**config.mk**
```make
export PLATFORM = sky130hd
export DESIGN_NAME = sticky_loop_ctrl
export DESIGN_NICKNAME = d
export VERILOG_FILES = /design/src/rtl/sticky_loop_ctrl.sv
export SDC_FILE = /design/constraint.sdc
export NUM_CORES = 1
export LEC_CHECK = 0
export ABC_AREA = 1
export CORE_UTILIZATION = 35
export CTS_CLUSTER_DIAMETER = 120
export CTS_CLUSTER_SIZE = 14
export DETAILED_ROUTE_END_ITERATION = 12
export DONT_BUFFER_PORTS = 1
export PLACE_DENSITY = 0.52
export SLEW_MARGIN = 15
export SYNTH_ARGS = -nofsm -noshare
export SYNTH_HDL_FRONTEND = slang
export SYNTH_SLANG_ARGS = --single-unit
```
**constraint.sdc**
```tcl
create_clock -name clk -period 2.9 [get_ports clk]
set_input_delay 0.58 -clock clk [delete_from_list [all_inputs] [get_ports clk]]
set_output_delay 0.58 -clock clk [all_outputs]
set_load 0.05 [all_outputs]
```
**src/rtl/sticky_loop_ctrl.sv**
```systemverilog
// sticky_loop_ctrl: two-slot sticky OR-feedback loop with phase-aware round-robin injection and masked clear.
module sticky_loop_ctrl #(
  parameter int NREQ = 4
) (
  input  logic            clk,
  input  logic            rst_n,
  input  logic [NREQ-1:0] req,
  input  logic [NREQ-1:0] req_slot,
  output logic [NREQ-1:0] gnt,
  input  logic            clr_req,
  input  logic [1:0]      clr_mask,
  output logic            clr_busy,
  output logic            ph,
  output logic            yout,
  output logic [1:0]      slot_sts
);
  localparam int PW = (NREQ > 1) ? $clog2(NREQ) : 1;
  localparam logic [PW:0] NR = (PW+1)'(NREQ);
  typedef enum logic [1:0] {RUN, CLR0, CLR1} state_t;
  state_t state, state_nx;
  logic stage_a, stage_b, xin;
  logic [PW-1:0] rr_ptr, rr_nx;
  logic [1:0] mask;
  logic [NREQ-1:0] elig;
  // injecting at phase p lands in slot p^1, so a requester needs req_slot == ~ph
  assign elig = req & (ph ? ~req_slot : req_slot);
  assign xin = |gnt;
  always_comb begin
    logic [PW:0] sum;
    logic [PW:0] nxt;
    logic [PW-1:0] idx;
    gnt = '0;
    rr_nx = rr_ptr;
    sum = '0;
    nxt = '0;
    idx = '0;
    if (state == RUN) begin
      for (int k = 0; k < NREQ; k++) begin
        sum = {1'b0, rr_ptr} + (PW+1)'(k);
        sum = (sum >= NR) ? sum - NR : sum;
        idx = sum[PW-1:0];
        if (elig[idx] && gnt == '0) begin
          gnt[idx] = 1'b1;
          nxt = {1'b0, idx} + (PW+1)'(1);
          rr_nx = (nxt == NR) ? '0 : nxt[PW-1:0];
        end
      end
      state_nx = clr_req ? CLR0 : RUN;
    end else begin
      state_nx = (state == CLR0) ? CLR1 : RUN;
    end
  end
  always_ff @(posedge clk or negedge rst_n) begin
    if (!rst_n) begin
      state   <= RUN;
      stage_a <= 1'b0;
      stage_b <= 1'b0;
      ph      <= 1'b0;
      rr_ptr  <= '0;
      mask    <= '0;
    end else begin
      state   <= state_nx;
      ph      <= ~ph;
      rr_ptr  <= rr_nx;
      stage_a <= stage_b;
      stage_b <= (state == RUN) ? (stage_a | xin) : (stage_a & ~mask[~ph]);
      if (state == RUN && clr_req) mask <= clr_mask;
    end
  end
  assign clr_busy = (state != RUN);
  assign yout     = stage_b;
  assign slot_sts = ph ? {stage_b, stage_a} : {stage_a, stage_b};
endmodule

```
Yosys cells after proc, flatten, opt, wreduce, memory -nomap -nowiden
Index checks and enable logic that the tools add are counted. W data, S select, Z words.

Output and inout port bits: 9. Logic and storage cells: 104. Flip-flop bits (word level): 9.

Mux-type cells: 44. Bitwise logic cells: 9. $add $sub $neg: 11. $lt $le $gt $ge: 13. Equality and inequality tests: 5. Reduce and logical (&&, ||, !) cells: 16.

Operators by type and width (number): $mux W4 (9); $mux W2 (15); $add A2 B1 Y3 const B (5); $eq A3 B3 Y1 const B (4); $logic_not A4 Y1 (3); $lt A2 B3 Y1 const B (4); $mux W1 (12); $or A4 B4 Y4 (3); $ge A3 B3 Y1 const B (3); $bmux W1 S2 (4); $demux W1 S2 (4); $ge A2 B1 Y1 const B (4); $logic_and A1 B1 Y1 (8); $sub A2 B1 Y2 const B (4); $add A2 B2 Y3 const B (2); $and A4 B4 Y4 (1); $not A4 Y4 (1); $reduce_bool A4 Y1 (1); $reduce_or A4 Y1 (1); $ge A2 B3 Y1 const B (1); $eq A2 B1 Y1 const B (1); $logic_not A2 Y1 (1); $lt A1 B2 Y1 const B (1); $not A1 Y1 (2); other kinds (4) (4).

Logic depth before layout (Yosys ltp)
Depth after elaboration: 23. Depth in mapped cells: 21.

Least setup slack after synthesis
OpenSTA, ideal clock, no wires.

Kind: flip-flop to output port. Start point: register ph. End point: output port gnt[2]. Stages on the path, launching flop included: 19. Data required time: 2.320 ns. Path slack: -0.519 ns. Path buffers: 0. Data arrival time: 2.839 ns. Cell sequence: dfrtp_1 > inv_2 > nand2_2 > nand4_1 > nand3_1 > nand2_1 > inv_2 > nand2_2 > inv_4 > nand3_2 > nand2_2 > nor2_4 > nand3_1 > nand2_2 > nor2_4 > nand3_4 > nand2_1 > nand2_1 > nor2_1.

Longest elaborated chain between the ends: 18. Elaborated cells between the ends (all ways): 27. Classes of those cells: mux (17); bitwise (4); reduce/logical (6).

RTL lines: from (decl) (RTL line 13) `output logic ph,`; from (signal assigned) (RTL line 63) `ph <= ~ph;`; $mux W4 * (RTL line 26) `assign elig = req & (ph ? ~req_slot : req_slot);`; $and A4 B4 Y4 * (RTL line 26); $bmux W1 S2 (RTL line 42) `if (elig[idx] && gnt == '0) begin`; $mux W1 (not written as such) (RTL line 42); $mux W4 (RTL line 42); $mux W4 (RTL line 37) `if (state == RUN) begin`; $logic_not A4 Y1 (RTL line 42); $logic_and A1 B1 Y1 (RTL line 42); [... 2 more ...]; $logic_not A4 Y1 (RTL line 42); $logic_and A1 B1 Y1 (RTL line 42); $mux W4 (RTL line 42); $mux W4 (RTL line 37); $logic_not A4 Y1 (RTL line 42); $logic_and A1 B1 Y1 (RTL line 42); $mux W4 * (RTL line 42); $mux W4 * (RTL line 37); to (decl) (RTL line 9) `output logic [NREQ-1:0] gnt,`.

Mark *: on every way between the ends. The rest lies on a longest branch, timed or not. The select of a mux whose other input is x is not followed.

Worst setup path after layout
Start point: register rr_ptr[0]. End point: output port gnt[1].

Longest elaborated chain between the ends: 20. Elaborated cells between the ends (all ways): 60. Classes of those cells: add/sub (7); order compare (12); mux (28); bitwise (3); reduce/logical (10).

RTL lines: from (decl) (RTL line 22) `logic [PW-1:0] rr_ptr, rr_nx;`; from (signal assigned) (RTL line 64) `rr_ptr <= rr_nx;`; $ge A2 B3 Y1 or $sub A2 B1 Y2 (tied branches) (RTL line 40) `sum = (sum >= NR) ? sum - NR : sum;`; $mux W2 (RTL line 40); $lt A2 B3 Y1 (not written as such) or $ge A2 B1 Y1 (tied branches) (RTL line 43) `gnt[idx] = 1'b1;`; $logic_and A1 B1 Y1 (not written as such) (RTL line 43); $mux W1 (not written as such) (RTL line 43); $demux W1 S2 (RTL line 43); $mux W4 (RTL line 42); $mux W4 (RTL line 37); [... 4 more ...]; $logic_not A4 Y1 (RTL line 42); $logic_and A1 B1 Y1 (RTL line 42); $mux W4 (RTL line 42); $mux W4 (RTL line 37); $logic_not A4 Y1 (RTL line 42); $logic_and A1 B1 Y1 (RTL line 42); $mux W4 * (RTL line 42); $mux W4 * (RTL line 37).

Marked as above.

==> results.json <==
{
  "status": "finished, violations left",
  "violations": "DRC, setup timing",
  "yosysWarnings": 0,
  "min_path_type": "input pin to flip-flop",
  "numClockSinks": 9,
  "layout.nets": 217,
  "fill_cells": 292,
  "cts_root_buffer": "clkbuf_4",
  "synth_top_area_share_pct": 20.91,
  "grt_usage_pct": 17.01,
  "async_flop_share_pct": 100.0,
  "yosysTopAreaCell": "dfrtp_1",
  "instances_no_fill": 229,
  "synthAdderAreaFrac_pct": 5.807,
  "path_clk_slew_ns": 0.06,
  "wl_per_cell_um": 11.29,
  "min-delay-start": "clr_mask[0]",
  "fp.dieW_um": 57.48,
  "crit_required_ns": 2.32,
  "finalWirelength_um": 2586,
  "finalHoldViolations": 0,
  "synth_edf_count": 0,
  "post-route-util_pct": 53.47,
  "fin_skew_ns": 0.006587,
  "gp_congestion": 0.7665,
  "overflow": 0,
  "area_growth_pct": 40.42,
  "htree_levels": 1,
  "clockBufferDepth": 2,
  "grt_start_max_net_pins": 10,
  "min_period_ns": 3.123,
  "synth-compound-area-share_pct": 5.691,
  "reg2reg_from": "rr_ptr[0]$_DFFE_PN0P_",
  "crit_path_start": "rr_ptr[0]$_DFFE_PN0P_",
  "viasPerCell": 4.921,
  "synthTopCellsByArea": "dfrtp_1 21%, nand2_1 16%, nand3_1 8.8%",
  "coreArea_um2": 2829,
  "ys_seq_elements": 9,
  "layout_setup_ws_ns": -0.2230,
  "seq_area_frac_synth_pct": 20.91,
  "tritoncts": "yes",
  "ios": 22,
  "insertion_delay_ns": 0.26,
  "relSlewSlack_pct": 64.58,
  "start_util_pct": 38.08,
  "numCtsBuffers": 3,
  "drtIter0Drc": 26,
  "end_kind": "output port",
  "die_h_um": 57.48,
  "max_freq_mhz": 320.2,
  "synth_top_family_by_area": "simple AND/OR/NAND/NOR gates",
  "row_count": 19,
  "arrival_ns": 2.54,
  "max-cap-violations": 0,
  "postRouteAntennaNets": 0,
  "drc": 1,
  "dieArea_um2": 3304,
  "synth_cell_types": 24,
  "worst_hold_slack_ns": 0.4406,
  "drv_slew": 0,
  "tightest_slew_ns": 0.5307,
  "synthSimpleGateAreaFrac_pct": 55.40,
  "syn_area_per_cell_um2": 6.569,
  "dp_hpwl_um": 2087,
  "syn_area_um2": 1077,
  "synth.area.mux_share_pct": 1.045,
  "finalCritPeriodShare_pct": 107.7,
  "cp-start-kind": "flip-flop",
  "grt_pass1_vias": 1051,
  "first_pass_iters": 8,
  "worst-path-max-fanout": 7,
  "yosysMostFrequentCell": "nand2_1",
  "crit_type": "flip-flop to output port",
  "synth_ff_type": "dfrtp_1",
  "num_vias": 1127,
  "antenna_cells": 0,
  "dpl.cell_count": 213,
  "pre_cts_ws_ns": -0.08358,
  "grt_pass1_wl_um": 4374,
  "synth-xor-area-share_pct": 0.8130,
  "drive_gt1_share_pct": 42.93,
  "netlist_instances": 164,
  "syn_nets": 182,
  "antenna_found_initial": 0,
  "finalSetupViolCount": 4,
  "yosys-top-cells-count": "45 x nand2_1, 23 x inv_1, 19 x nand3_1, 12 x nand4_1, 11 x nand2_2",
  "io_buffer_count": 0,
  "grt_setup_unrepaired": "yes"
}
-- state kept, by name, indices dropped and copies added (netlist names) --
register,flops
state,2
rr_ptr,2
ph,1
mask,2
yout,1
stage_a,1
-- cell usage in the layout (no fill, tap or decap), drive strengths merged --
| master | instances |
|---|---|
| a211oi | 1 |
| buf | 30 |
| clkbuf | 4 |
| clkinv | 2 |
| clkinvlp | 1 |
| dfrtp | 9 |
| dlygate4sd3 | 1 |
| ha | 5 |
| inv | 24 |
| mux2 | 1 |
| nand2 | 58 |
| nand3 | 23 |
| nand3b | 1 |
| nand4 | 12 |
| nor2 | 16 |
| o21ai | 7 |
| o22ai | 1 |
| o31ai | 1 |
| xnor2 | 1 |
-- critical path, cell delays in order, from the launching register on --
cell and delay [ns]:
dfrtp_2 0.45, clkinv_4 0.11, ha_4 0.29, inv_2 0.04
nand3_2 0.07, nand2_2 0.06, inv_2 0.05, nand2_2 0.05
inv_4 0.08, nand3_2 0.08, nand2_2 0.12, nor2_4 0.06
nand3_2 0.09, nand2_4 0.07, nor2_4 0.15, nand4_1 0.13
nand3_2 0.12, clkinvlp_4 0.25
-- through the flow --
step / TNS (ns) / cell area (um^2)
after floorplan: -0.005520 / 1121
after global placement: -0.1422 / 1333
after detailed placement: -0.2664 / 1333
after CTS: -0.7914 / 1440
after global routing: -1.687 / 1513
final: -0.8535 / 1513
-- area by class of cell --
type | instances | area (um^2) | area share (%)
sequential | 9 | 227.7 | 15.05
clock buffer | 4 | 26.28 | 1.737
inverter | 27 | 117.6 | 7.775
tap | 31 | 38.79 | 2.564
multi-input combinational | 127 | 829.5 | 54.84
timing repair buffer | 31 | 272.8 | 18.03
-- path summary, 6_finish.rpt --
path / end / cells past startpoint / slack, ns
setup / recovery: gnt[1] / 17 / -0.22
hold / removal: mask[0]$_DFFE_PN0P_ / 2 / 0.44
setup reg to reg: yout$_DFF_PN0_ / 22 / 0.33
hold reg to reg: state[1]$_DFF_PN0_ / 1 / 0.45
max in group asynchronous: ph$_DFF_PN0_ / 1 / 1.91
min in group asynchronous: state[1]$_DFF_PN0_ / 1 / 0.68
-- routing by layer --
metal | wire (um) | up-vias | global-route usage, %
met5 | 0 | - | 0
li1 | - | 606 | -
met3 | 128 | 0 | 5.896
met1 | 1158 | 495 | 21.59
met4 | 0 | 0 | 2.439
met2 | 1299 | 26 | 28.41
-- logic make-up after synthesis --
family          Yosys count
fa+ha+maj                 5
flops                     9
compound gates           10
mux                       1
buf+inv                  28
xor+xnor                  1
simple gates            110
-- what timing repair did --
action,4_1_cts,5_1_grt
hold buffers,0,1
setup endpoints to repair,4,4
pin swaps,17,4
buffers inserted,6,5
endpoints found under the hold margin,0,9
gates resized for setup,13,7
Power is left out: the tool's default activity adds up to more than one toggle a clock period on the data nets, which glitch-free logic cannot reach.
==> RTL edit, RTL diff (same flow settings) <==
Change the parameter `NREQ` from 4 to 8.
--- a/src/rtl/sticky_loop_ctrl.sv
+++ b/src/rtl/sticky_loop_ctrl.sv
@@ -1,6 +1,6 @@
 // sticky_loop_ctrl: two-slot sticky OR-feedback loop with phase-aware round-robin injection and masked clear.
 module sticky_loop_ctrl #(
-  parameter int NREQ = 4
+  parameter int NREQ = 8
 ) (
   input  logic            clk,
   input  logic            rst_n,
Ports: changed (resized gnt, req and req_slot); port bits go from 22 to 34. No check against the original RTL was run, so the function may have changed too.
==> RTL edit against the unedited design <==
The run ends with negative setup slack left. Synthesized cell count increased to 3.0 times the old value. Hold slack got worse by 0.40 ns. Area after synthesis increased by 140%. Sequential cell count rose by 1. Setup slack got worse by 2.9 ns. Routed wire length grew to 4.3 times the old value. Final area rose to 3.2 times the old value. First-iteration DRC count rose to 9.4 times the old value. Sequential share of layout area is 9.8 points lower. Count of clock-buffer cells in the layout is 1 lower.
Power is left out: the tool's default activity adds up to more than one toggle a clock period on the data nets, which glitch-free logic cannot reach.
==> RTL edit: results (changes against the unedited design) <==
[run_status]
status=finished, violations left  ; unchanged
violations=negative setup slack  ; was design-rule violations, negative setup slack

[detailed_routing]
vias_per_cell=5.095  ; was 4.921
dr.pass1.iters=5  ; was 8
drtIter0Drc=244  ; was 26
drt-total-wl_microns=11230  ; was 2586 microns

[layout]
final_cells=783  ; was 229
largestRegisters=rr_ptr x3, mask x2, state x2  ; was mask x2, rr_ptr x2, state x2
drive_gt1_share_pct=54.97  ; was 42.93%
fin_nets=716  ; was 217

[global_route]
grt_max_degree=14  ; was 10
grt_pass1_wl_microns=17530  ; was 4374 microns
grt_usage_pct=28.55  ; was 17.01%
grt_pass1_vias=3792  ; was 1051

[placement]
place_congestion=0.9695  ; was 0.7665
placed_area_sq_um=3908  ; was 1333 sq um
dp_cells=734  ; was 213
port_buffers=0  ; unchanged
hpwlAfterDp_microns=7963  ; was 2087 microns
post-place-ws_ns=-2.651  ; was -0.08358 ns

[logic_synthesis]
synth_commonest_cells=151 x nand2_1, 70 x inv_1, 67 x nor2_1  ; was 45 x nand2_1, 23 x inv_1, 19 x nand3_1
syn_inst=497  ; was 164
synth_ff_type=dfrtp_1  ; unchanged
ys_types=35  ; was 24
syn_nets=527  ; was 182
ys_seq_area_share_pct=9.519  ; was 20.91%
synthTopCellsByArea=nand2_1 22%, nand3_1 12%, inv_1 10%, nor2_1 9.6%, dfrtp_1 9.5%  ; was dfrtp_1 21%, nand2_1 16%, nand3_1 8.8%, inv_1 8.0%, nand4_1 7.0%
async_reset_ff_share_pct=100.0  ; unchanged

[clocking]
cts.clk_slew.worst_paths_ns=0.04  ; was 0.06 ns
root_buffer=clkbuf_8  ; was clkbuf_4
ctsHoldBuffers=0  ; unchanged
clk-insertion-delay-late_ns=0.23  ; was 0.26 ns

[sta]
fin_skew_ns=0.001607  ; was 0.006587 ns
setup_violations=12  ; was 4
worst_slack_ns=-3.090  ; was -0.2230 ns
max_slew_margin_pct=64.29  ; was 64.58%

[setup_path]
worstPathArrival_ns=5.41  ; was 2.54 ns
crit_path_max_fanout=8  ; was 7
r2r_start=rr_ptr[1]$_DFFE_PN0P_  ; was rr_ptr[0]$_DFFE_PN0P_

[min_path]
hold_path.class=primary input to asynchronous set/reset pin  ; was primary input to register

==> RTL edit: changes by cell type after synthesis, moves of 7 or more <==
cell,unedited run,this run
buf_6,0,8
inv_1,23,70
nand3_1,19,62
nand2_1,45,151
o21ai_0,6,13
nor2_1,9,67
nand4_1,12,21
a21oi_1,0,17
==> RTL edit: logic make-up (layout without fill, tap and decap cells) <==
| group | Yosys count | after routing | share of synthesized area, % |
|---|---|---|---|
| AO/OA/AOI/OAI | 46 | 47 | 10.28 |
| buffers and inverters | 92 | 277 | 15.85 |
| adder cells (fa/ha/maj) | 9 | 9 | 4.284 |
| XOR/XNOR | 3 | 3 | 0.9997 |
| flip-flops | 10 | 10 | 9.519 |
| AND/OR/NAND/NOR | 337 | 338 | 59.07 |
==> RTL edit: metrics by stage <==
step / utilization [%] / hold slack, ns / TNS [ns]
final: 67.19 / 0.04118 / -34.38
after global routing: 67.19 / 0.03490 / -37.96
after CTS: 62.14 / 0.03861 / -31.21
after detailed placement: 53.87 / 0.2846 / -30.14
after global placement: 53.87 / 0.2847 / -30.07
after floorplan: - / 0.2844 / -27.16
==> RTL edit: path summary, 6_finish.rpt <==
path | to | depth (start not counted) | slack [ns]
max | gnt[3] | 40 | -3.09
min | state[1]$_DFF_PN0_ | 0 | 0.04
max reg2reg | yout$_DFF_PN0_ | 43 | -2.52
min reg2reg | state[1]$_DFF_PN0_ | 1 | 0.42
max in group asynchronous | rr_ptr[1]$_DFFE_PN0P_ | 0 | 2.78
min in group clk | state[1]$_DFF_PN0_ | 1 | 0.42
==> RTL edit: what timing repair did <==
item / 4_1_cts / 5_1_grt
gates cloned: 2 / 0
pin swaps: 39 / 71
buffers inserted: 33 / 12
gates resized for setup: 77 / 82
endpoints found under the setup margin: 12 / 12
==> RTL edit: per-layer routing <==
layer / global-route usage, % / vias up / share of wire, % / routed length, microns
li1: - / 1981 / - / -
met1: 37.28 / 1846 / 44 / 4893
met2: 49.37 / 131 / 49 / 5547
met3: 2.425 / 31 / 4.5 / 502
met4: 9.531 / 0 / 2.6 / 291
met5: 0 / - / 0 / 0
==> RTL edit: layout make-up <==
cell class | count | area (sq um)
Tap cell | 99 | 123.9
Inverter | 79 | 342.8
Clock buffer | 3 | 41.29
Fill cell | 629 | 2380
Sequential cell | 10 | 255.2
Timing Repair Buffer | 195 | 1544
Multi-Input combinational cell | 397 | 2566
